[src/rtl/cprv_pkg.sv]
// Shared definitions for the cprv pipeline front end.
//   - default instruction/address widths (shared with cprv_id_stage)
//   - default reset PC and fetch buffer depth
//   - if_state_t : fetch stage control states
package cprv_pkg;

  localparam int          CPRV_INSTR_WIDTH = 32;
  localparam int          CPRV_ADDR_WIDTH  = 64;
  localparam logic [63:0] CPRV_RESET_PC    = 64'h0;
  localparam int          CPRV_FIFO_DEPTH  = 2;

  typedef enum logic [1:0] {
    IDLE  = 2'd0,
    FETCH = 2'd1,
    DRAIN = 2'd2
  } if_state_t;

endpackage

[src/rtl/cprv_fetch_fifo.sv]
// Small instruction buffer between instruction memory and the ID stage.
// Entries hold {pc, instr}. Storage is registered, so a push becomes visible
// at the head on the following cycle. Flush beats push; pop of an empty
// buffer is ignored.
//
// Ports:
//   clk, rst_n   clock, asynchronous active-low reset
//   push         write push_data at the tail
//   push_data    entry to write
//   pop          remove the head entry
//   flush        discard all entries (wins over push)
//   head_data    head entry, zero while empty
//   count        number of valid entries
//   empty, full  occupancy flags
module cprv_fetch_fifo
  import cprv_pkg::*;
#(
  parameter  int DEPTH = CPRV_FIFO_DEPTH,
  parameter  int WIDTH = CPRV_ADDR_WIDTH + CPRV_INSTR_WIDTH,
  localparam int PW    = $clog2(DEPTH),
  localparam int CW    = $clog2(DEPTH + 1)
) (
  input  logic             clk,
  input  logic             rst_n,
  input  logic             push,
  input  logic [WIDTH-1:0] push_data,
  input  logic             pop,
  input  logic             flush,
  output logic [WIDTH-1:0] head_data,
  output logic [CW-1:0]    count,
  output logic             empty,
  output logic             full
);

  logic [WIDTH-1:0] mem_reg [DEPTH];
  logic [PW-1:0]    wr_ptr_reg, rd_ptr_reg;
  logic [CW-1:0]    count_reg;
  logic [DEPTH-1:0] wr_en;
  logic             do_push, do_pop;

  assign empty   = (count_reg == '0);
  assign full    = (count_reg == CW'(DEPTH));
  assign count   = count_reg;
  assign do_push = push && !flush;
  assign do_pop  = pop && !empty && !flush;

  // One write-enable per entry, selected by the tail pointer.
  for (genvar gi = 0; gi < DEPTH; gi++) begin : g_wr_en
    assign wr_en[gi] = do_push && (wr_ptr_reg == PW'(gi));
  end

  // Data storage needs no reset: the head is masked while empty.
  always_ff @(posedge clk) begin
    for (int i = 0; i < DEPTH; i++) begin
      if (wr_en[i]) mem_reg[i] <= push_data;
    end
  end

  // Pointers are log2(DEPTH) wide and wrap naturally (DEPTH is a power of two).
  always_ff @(posedge clk or negedge rst_n) begin
    if (!rst_n) begin
      wr_ptr_reg <= '0;
      rd_ptr_reg <= '0;
      count_reg  <= '0;
    end else if (flush) begin
      wr_ptr_reg <= '0;
      rd_ptr_reg <= '0;
      count_reg  <= '0;
    end else begin
      if (do_push) wr_ptr_reg <= wr_ptr_reg + PW'(1);
      if (do_pop)  rd_ptr_reg <= rd_ptr_reg + PW'(1);
      count_reg <= count_reg + CW'(do_push) - CW'(do_pop);
    end
  end

  assign head_data = empty ? '0 : mem_reg[rd_ptr_reg];

  // The fetch credit scheme must make this impossible.
  a_no_overflow : assert property (@(posedge clk) disable iff (!rst_n)
                                   !(push && !flush && full && !pop));

endmodule

[src/rtl/cprv_if_stage.sv]
// Instruction fetch stage. Owns the PC, issues in-order word fetches,
// buffers returned instructions and hands them to ID over valid/ready.
// A redirect flushes buffered instructions; responses to fetches still in
// flight at that moment are counted and discarded in DRAIN.
//
// Ports:
//   clk, rst_n        clock, asynchronous active-low reset
//   imem_req_o        fetch request (may drop without a grant)
//   imem_addr_o       fetch address (current pc)
//   imem_gnt_i        request accepted this cycle
//   imem_rvalid_i     in-order response valid (latency >= 1)
//   imem_rdata_i      response instruction
//   redirect_i        flush and restart at redirect_pc_i
//   redirect_pc_i     new pc (word aligned)
//   valid_id_o        head instruction valid toward ID
//   ready_id_i        ID accepts the head
//   instr_data_id_o   head instruction
//   pc_id_o           pc of the head instruction
module cprv_if_stage
  import cprv_pkg::*;
#(
  parameter int                    INSTR_WIDTH = CPRV_INSTR_WIDTH,
  parameter int                    ADDR_WIDTH  = CPRV_ADDR_WIDTH,
  parameter logic [ADDR_WIDTH-1:0] RESET_PC    = ADDR_WIDTH'(CPRV_RESET_PC),
  parameter int                    FIFO_DEPTH  = CPRV_FIFO_DEPTH
) (
  input  logic                   clk,
  input  logic                   rst_n,
  output logic                   imem_req_o,
  output logic [ADDR_WIDTH-1:0]  imem_addr_o,
  input  logic                   imem_gnt_i,
  input  logic                   imem_rvalid_i,
  input  logic [INSTR_WIDTH-1:0] imem_rdata_i,
  input  logic                   redirect_i,
  input  logic [ADDR_WIDTH-1:0]  redirect_pc_i,
  output logic                   valid_id_o,
  input  logic                   ready_id_i,
  output logic [INSTR_WIDTH-1:0] instr_data_id_o,
  output logic [ADDR_WIDTH-1:0]  pc_id_o
);

  localparam int CW = $clog2(FIFO_DEPTH + 1);
  localparam int EW = ADDR_WIDTH + INSTR_WIDTH;
  localparam logic [ADDR_WIDTH-1:0] WORD = ADDR_WIDTH'(4);

  if_state_t             state_reg, state_next;
  logic [ADDR_WIDTH-1:0] pc_reg, pc_next;
  logic [ADDR_WIDTH-1:0] resp_pc_reg, resp_pc_next;
  logic [CW-1:0]         outstanding_reg, outstanding_next;
  logic [CW-1:0]         drop_cnt_reg, drop_cnt_next;

  logic          fifo_push, fifo_flush, fifo_pop;
  logic          fifo_empty, fifo_full;
  logic [CW-1:0] fifo_count;
  logic [EW-1:0] fifo_head;
  logic          credit_ok, fetch_fire, redirect_take;
  logic [CW:0]   in_use;
  logic [CW-1:0] stale_left;

  // Credit counts both in-flight and buffered fetches, using registered
  // values only, so a pop this cycle frees a slot from the next cycle.
  assign in_use     = {1'b0, outstanding_reg} + {1'b0, fifo_count};
  assign credit_ok  = !fifo_full && (in_use < (CW + 1)'(FIFO_DEPTH));
  assign imem_req_o = (state_reg == FETCH) && !redirect_i && credit_ok;
  assign imem_addr_o = pc_reg;
  assign fetch_fire = imem_req_o && imem_gnt_i;

  assign redirect_take = redirect_i && (state_reg != IDLE);
  // A response arriving with the redirect is consumed now, not dropped later.
  assign stale_left    = outstanding_reg - CW'(imem_rvalid_i);

  always_comb begin
    state_next       = state_reg;
    pc_next          = pc_reg;
    resp_pc_next     = resp_pc_reg;
    outstanding_next = outstanding_reg;
    drop_cnt_next    = drop_cnt_reg;
    fifo_push        = 1'b0;
    fifo_flush       = 1'b0;

    case (state_reg)
      IDLE: state_next = FETCH;
      FETCH: begin
        if (imem_rvalid_i) begin
          fifo_push    = 1'b1;
          resp_pc_next = resp_pc_reg + WORD;
        end
        if (fetch_fire) pc_next = pc_reg + WORD;
        outstanding_next = outstanding_reg + CW'(fetch_fire) - CW'(imem_rvalid_i);
      end
      DRAIN: begin
        if (imem_rvalid_i) begin
          drop_cnt_next    = drop_cnt_reg - CW'(1);
          outstanding_next = outstanding_reg - CW'(1);
        end
        if (drop_cnt_next == '0) state_next = FETCH;
      end
      default: state_next = IDLE;
    endcase

    // Redirect overrides everything above.
    if (redirect_take) begin
      fifo_flush       = 1'b1;
      pc_next          = redirect_pc_i;
      resp_pc_next     = redirect_pc_i;
      drop_cnt_next    = stale_left;
      outstanding_next = stale_left;
      state_next       = (stale_left != '0) ? DRAIN : FETCH;
    end
  end

  always_ff @(posedge clk or negedge rst_n) begin
    if (!rst_n) begin
      state_reg       <= IDLE;
      pc_reg          <= RESET_PC;
      resp_pc_reg     <= RESET_PC;
      outstanding_reg <= '0;
      drop_cnt_reg    <= '0;
    end else begin
      state_reg       <= state_next;
      pc_reg          <= pc_next;
      resp_pc_reg     <= resp_pc_next;
      outstanding_reg <= outstanding_next;
      drop_cnt_reg    <= drop_cnt_next;
    end
  end

  assign fifo_pop = valid_id_o && ready_id_i;

  cprv_fetch_fifo #(
    .DEPTH (FIFO_DEPTH),
    .WIDTH (EW)
  ) u_fifo (
    .clk       (clk),
    .rst_n     (rst_n),
    .push      (fifo_push),
    .push_data ({resp_pc_reg, imem_rdata_i}),
    .pop       (fifo_pop),
    .flush     (fifo_flush),
    .head_data (fifo_head),
    .count     (fifo_count),
    .empty     (fifo_empty),
    .full      (fifo_full)
  );

  assign valid_id_o                 = !fifo_empty;
  assign {pc_id_o, instr_data_id_o} = fifo_head;

endmodule
[config.mk]
export PLATFORM = sky130hd
export DESIGN_NAME = cprv_if_stage
export DESIGN_NICKNAME = d
export VERILOG_FILES = /design/src/rtl/cprv_pkg.sv /design/src/rtl/cprv_fetch_fifo.sv /design/src/rtl/cprv_if_stage.sv
export SDC_FILE = /design/constraint.sdc
export NUM_CORES = 1
export LEC_CHECK = 0
export CORE_ASPECT_RATIO = 1.4
export CORE_UTILIZATION = 50
export CTS_CLUSTER_DIAMETER = 150
export DETAILED_ROUTE_END_ITERATION = 7
export PLACE_DENSITY = 0.76
export SKIP_CTS_REPAIR_TIMING = 1
export SYNTH_ARGS = -nofsm -noshare
export SYNTH_HDL_FRONTEND = slang
export SYNTH_HIERARCHICAL = 1
export SYNTH_SLANG_ARGS = --single-unit
[constraint.sdc]
create_clock -name clk -period 6.7 [get_ports clk]
set_input_delay 1.34 -clock clk [delete_from_list [all_inputs] [get_ports clk]]
set_output_delay 1.34 -clock clk [all_outputs]
set_load 0.05 [all_outputs]
==> run metrics, run 1 <==
CTS buffer count=30; post-synthesis sequential area ratio=0.592; post-route setup TNS=0 ns; nets=roughly 1800; CP Class=in -> out; DIE WIDTH=151 µm; CTS tree=yes; Final Cycle Share=0.749; Max Freq=around 200 MHz; # setup viols final=0; HP Class=reg -> reg; outcome=completed; Leak=6.71 nW; mux contribution to synthesized area=0.0638; Slew headroom=0.341; critical path launch point type=input pin; largest net degree at the start of global routing=92; ratio of cells with drive above 1 in the final layout=0.0582; distinct cell type count of the synthesized netlist=just over 70; worst path bufs/invs=2; Synth Area in XOR/XNOR=0.0392; Final Hold Fails=0; die area=roughly 32000 µm²; placed cell count=between 2000 and 2500; initial antenna violation count=0; cell mode on critical path=clkdlybuf4s50_1; Post-Synth Simple-Gate Area=0.182; maximum vdd drop=around 0.30 mV; routed length per instance=20.4 µm; Yosys warnings=6; GPL Wtd Cong=0.917; top_reg_cell synth=edfxtp_1; dominant cell type by area after synthesis=edfxtp_1; CTS Buffer Depth=3; Critical-path top delay cell=clkdlybuf4s50_1; Synth Instances=roughly 1400; Ant. Diodes=0; Boundary Pins=about 260; #FFs+latches synth=between 300 and 400; non-filler cells, final=2058; Core Footprint=between 30000 and 40000 µm²; Congestion Overflow GR=0; Power Density=~530 nW/µm²; Crit. End Element=primary output; CTS clk-pin slew, worst paths=~0.070 ns; final wirelength=roughly 42000 µm; Area contributors post-synth=edfxtp_1, dfrtp_1, mux2i_1, nor2_1, a21oi_1; CP Cell Sequence=clkdlybuf4s50_1 > or4_4 > nor3_1 > clkdlybuf4s50_1; Worst-Margin Slew=approximately 0.99 ns; Synth Net Count=1515; first-pass GRT wire length=~64000 µm; input/output buffers=about 260; die height=around 210 µm; Post-Synth Adder-Cell Area=0.00691; Max-Cap Viols=0; async set-reset flop share out of synthesis=0.418; remaining antenna violation count=0; Worst Path Arrival=approximately 3.7 ns; Area Growth Syn to Fin=25.5%; DRC=0; via count=between 10000 and 15000; worst-path fanout max=13; top-area cell type share of the netlist area=0.370; First-pass DRT Iterations=5; worst skew pair latency=about 0.58 ns; Root Buffer=clkbuf_16; main combinational cell family by area after synthesis=simple AND/OR/NAND/NOR gates; Initial Util=0.507; max reg flops=roughly 190; Slew Viols, Final=0; vias in the first global route=around 12000; post-synthesis cell area=between 15000 and 20000 µm²; post-DP HPWL=roughly 30000 µm; Syn Area/Cell=approximately 11 µm²; # clock sinks=330; All-Layer GR Usage=0.262; Via density=~6.0; clock skew=between 0.02 and 0.025 ns; CP max stage delay=roughly 0.83 ns; Tmin final=approximately 5.0 ns; Synth Area in Compound Gates=0.0858; Req. time, crit path=5.36 ns; unrepaired setup endpoints after global routing=false; Row Count=76; Post-synth EDFFs=between 150 and 200; initial drt markers=between 1000 and 1500; htree depth=1; Crit path max-delay family=buffers and inverters
-- layout make-up --
cell class / instances / area (µm²)
Clock buffer: 42 / 843
Clock inverter: 14 / 188
Fill cell: 2403 / 11200
Inverter: 29 / 109
Multi-Input combinational cell: 973 / 5920
Sequential cell: 330 / 9220
Tap cell: 390 / 488
Timing Repair Buffer: 280 / 2760
-- synthesized netlist by cell type (all sizes together) (10+ instances only) --
cell,n
nor2,223
edfxtp,192
dfrtp,138
mux2i,98
nand2,89
a21oi,88
nand3,65
nor3,50
o21ai,42
xnor2,42
clkbuf,40
nand4,40
buf,33
inv,28
nor4,28
xor2,25
a31oi,14
and3,14
o22ai,13
or3,13
or4,13
o22a,10
-- cell families after synthesis --
logic type	Yosys count
multiplexers	99
adder cells (fa/ha/maj)	8
buffers and inverters	102
AND/OR/NAND/NOR	579
flip-flops	330
AO/OA/AOI/OAI	219
XOR/XNOR	68
-- per-layer routing --
layer / track usage / up-vias / part of all wire
li1: - / 5634 / -
met1: 0.349 / 5917 / 0.40
met2: 0.434 / 619 / 0.49
met3: 0.0320 / 90 / 0.076
met4: 0.104 / 0 / 0.036
met5: 0 / - / 0
-- final timing paths --
path / cells after the start / startpoint / slack (ns) / end
setup / recovery: 4 / redirect_i / 1.68 / imem_req_o
hold / removal: 2 / imem_addr_o[1] / 0.49 / imem_addr_o[1]
setup reg to reg: 12 / u_fifo/count[0] / 2.88 / outstanding_reg[0]
hold reg to reg: 2 / imem_addr_o[1] / 0.49 / imem_addr_o[1]
max in group asynchronous: 2 / rst_n / 4.71 / resp_pc_reg[63]
min in group asynchronous: 1 / rst_n / 0.67 / state_reg[0]
-- where the power goes --
part	leakage, nW	internal [mW]	total (mW)	switching [mW]
clock	0.505	1.04	1.79	0.754
combinational	2.89	1.66	4.97	3.31
sequential	3.32	2.84	3.64	0.804
-- placed cells by master, fill, tap and decap left out, types with 4 or more instances in the layout --
cell               n
dfrtp_1          137
nand2_1           89
bufinv_16          4
nand4_1           40
xor2_1            25
or3_1             12
nor3_1            49
o22a_1            10
clkdlybuf4s50_1  262
nor2b_1            9
clkbuf_16         30
a21oi_1           88
nor4_1            24
edfxtp_1         192
a311oi_1           4
or2_2              9
or4_1             10
nor2_1           220
nand2b_1           5
and2_1             6
and3_1            14
ha_1               7
a31oi_1           14
clkbuf_1           6
o21a_1             4
nand3_1           64
o22ai_1           12
o211ai_1           9
a22oi_1            6
xnor2_1           42
buf_4             18
clkinv_2           4
mux2i_1           98
inv_1             27
clkbuf_8           4
o21ai_0           41
and4_1             9
-- worst min-delay path: cells and delay by family, from the launching register on --
kind,cells,cell delay [ns]
flip-flops,1,0.35
AND/OR/NAND/NOR,2,0.11
-- metrics by stage --
stage	worst slack, ns	hold WS [ns]	utilization	total power [mW]	cell area, µm²
after detailed placement	1.68	0.475	0.602	8.60	18500
final	1.68	0.492	0.636	10.4	19500
after CTS	1.67	0.492	0.636	10.4	19500
after floorplan	-0.193	0.440	-	6.90	15600
after global placement	1.71	0.464	0.602	8.50	18500
after global routing	1.60	0.512	0.636	10.9	19500
Power figures use the tool's default switching activity.
==> inputs of run 2 (changes only) <==
==> constraint.sdc (replaced) <==
create_clock -name clk -period 5.1 [get_ports clk]
set_input_delay 1.02 -clock clk [delete_from_list [all_inputs] [get_ports clk]]
set_output_delay 1.02 -clock clk [all_outputs]
set_load 0.05 [all_outputs]
==> run metrics, run 2 (same netlist as run 1, synthesis figures left out) <==
Power Density=702 nW/µm² (+32%); All-Layer GR Usage=0.259 (-0.00324); Worst-Margin Slew=0.970 ns (-0.0185 ns); die area=31800 µm² (unchanged); post-DP HPWL=28200 µm (-4.6%); worst-path fanout max=5 (-8); clock skew=0.0207 ns (-0.00351 ns); ratio of cells with drive above 1 in the final layout=0.0600 (+0.00180); GPL Wtd Cong=0.897 (-2.2%); Area Growth Syn to Fin=26.3%; placed cell count=2000 (-0.10%); max reg flops=192 (unchanged); Core Footprint=30700 µm² (unchanged); Final Cycle Share=0.826; via count=12142 (-0.96%); critical path launch point type=flip-flop; grt met3 use=0.0302 (-0.00173); initial antenna violation count=1 (+1); Final WS setup=0.887 ns (-0.793 ns); # setup viols final=0 (unchanged); outcome=completed; Worst Hold Slack=0.482 ns (-0.00981 ns); Slew headroom=0.347 (+0.00638); htree depth=1 (unchanged); CTS tree=yes; first-pass GRT wire length=63900 µm (-0.46%); initial drt markers=989 (-6.2%); Root Buffer=clkbuf_16; Final Hold Fails=0 (unchanged); commonest cells after routing, fill and taps aside=clkdlybuf4s50_1, nor2_1, edfxtp_1; most common cell after layout, fill and taps aside=clkdlybuf4s50_1; unrepaired setup endpoints after global routing=false; Tmin final=4.21 ns; met1 Usage GRT=0.352 (+0.00279); vias in the first global route=11777 (+0.017%); HP Class=reg -> reg; final wirelength=41400 µm (-1.1%); Max-Cap Viols=0 (unchanged); post-route setup TNS=0 ns (unchanged); DIE WIDTH=151 µm (unchanged); DRC=0 (unchanged); maximum vdd drop=0.441 mV (+47%); worst skew pair latency=0.58 ns (about the same); Area after DPL=18500 µm² (+0.26%); pre-CTS setup slack=1.04 ns (-0.634 ns); largest net degree at the start of global routing=159 (+73%); CP Class=reg -> out; Req. time, crit path=4.08 ns (-1.28 ns); routed length per instance=20.1 µm (-1.2%); Via density=5.90 (-1.0%); die height=211 µm (unchanged); grt peak-use layer=met2; Leak=6.75 nW (+0.55%); Power Total=13.8 mW (+33%); Crit. End Element=primary output; Slew Viols, Final=0 (unchanged); Initial Util=0.507 (unchanged); Max Freq=237 MHz; remaining antenna violation count=0 (unchanged); Finished Cell Area=19700 µm² (+0.63%); final design utilization=0.640 (+0.00399); # clock sinks=330 (unchanged); non-filler cells, final=2059 (+0.049%); CTS buffer count=31 (+3.3%); routing usage on met2=0.413 (-0.0207); input/output buffers=263 (unchanged); CTS Buffer Depth=3 (unchanged); CTS clk-pin slew, worst paths=0.07 ns (about the same); Boundary Pins=264 (unchanged); Row Count=76 (unchanged); Worst Path Arrival=3.19 ns (-0.49 ns); nets=1753 (-0.057%); First-pass DRT Iterations=5 (unchanged); Congestion Overflow GR=0 (unchanged)
==> run 2: final timing paths <==
path                                  from                    end  slack [ns]  depth (start not counted)
max                        u_fifo/count[0]             imem_req_o        0.89                          5
min in group asynchronous            rst_n         imem_addr_o[3]        0.56                          1
max in group asynchronous            rst_n        resp_pc_reg[56]        3.60                          2
max reg2reg                u_fifo/count[0]     outstanding_reg[0]        1.52                         11
min reg2reg                 resp_pc_reg[1]  u_fifo/mem_reg[0][33]        0.48                          0
min                         resp_pc_reg[1]  u_fifo/mem_reg[0][33]        0.48                          0
==> run 2: cell type report <==
cell class	count	area, µm²
diodes	1	2.50
clock buffers	37	830
clock inverters	21	274
fillers	2407	11100
inverters	29	109
multi-input cells	973	5920
flip-flops and latches	330	9220
well taps	390	488
repair buffers	278	2810
==> run 2: power by group <==
group,total [mW],internal (mW),switching (mW)
logic,6.57,2.20,4.37
registers,4.76,3.73,1.03
clock network,2.47,1.43,1.04
total,13.8,7.36,6.44
==> run 2: critical path: stages (launching register included) <==
cell and delay (ns):
dfrtp_1 0.45, and2_1 0.19, fa_1 0.42, or4_4 0.53, nor3_1 0.18, clkdlybuf4s50_1 0.84
==> run 2: metal layers <==
layer | vias up | wire length [µm] | part of all wire
met5 | - | 0 | 0
met4 | 0 | 1770 | 0.043
met3 | 111 | 3000 | 0.072
met2 | 588 | 19700 | 0.48
met1 | 5808 | 16900 | 0.41
li1 | 5635 | - | -
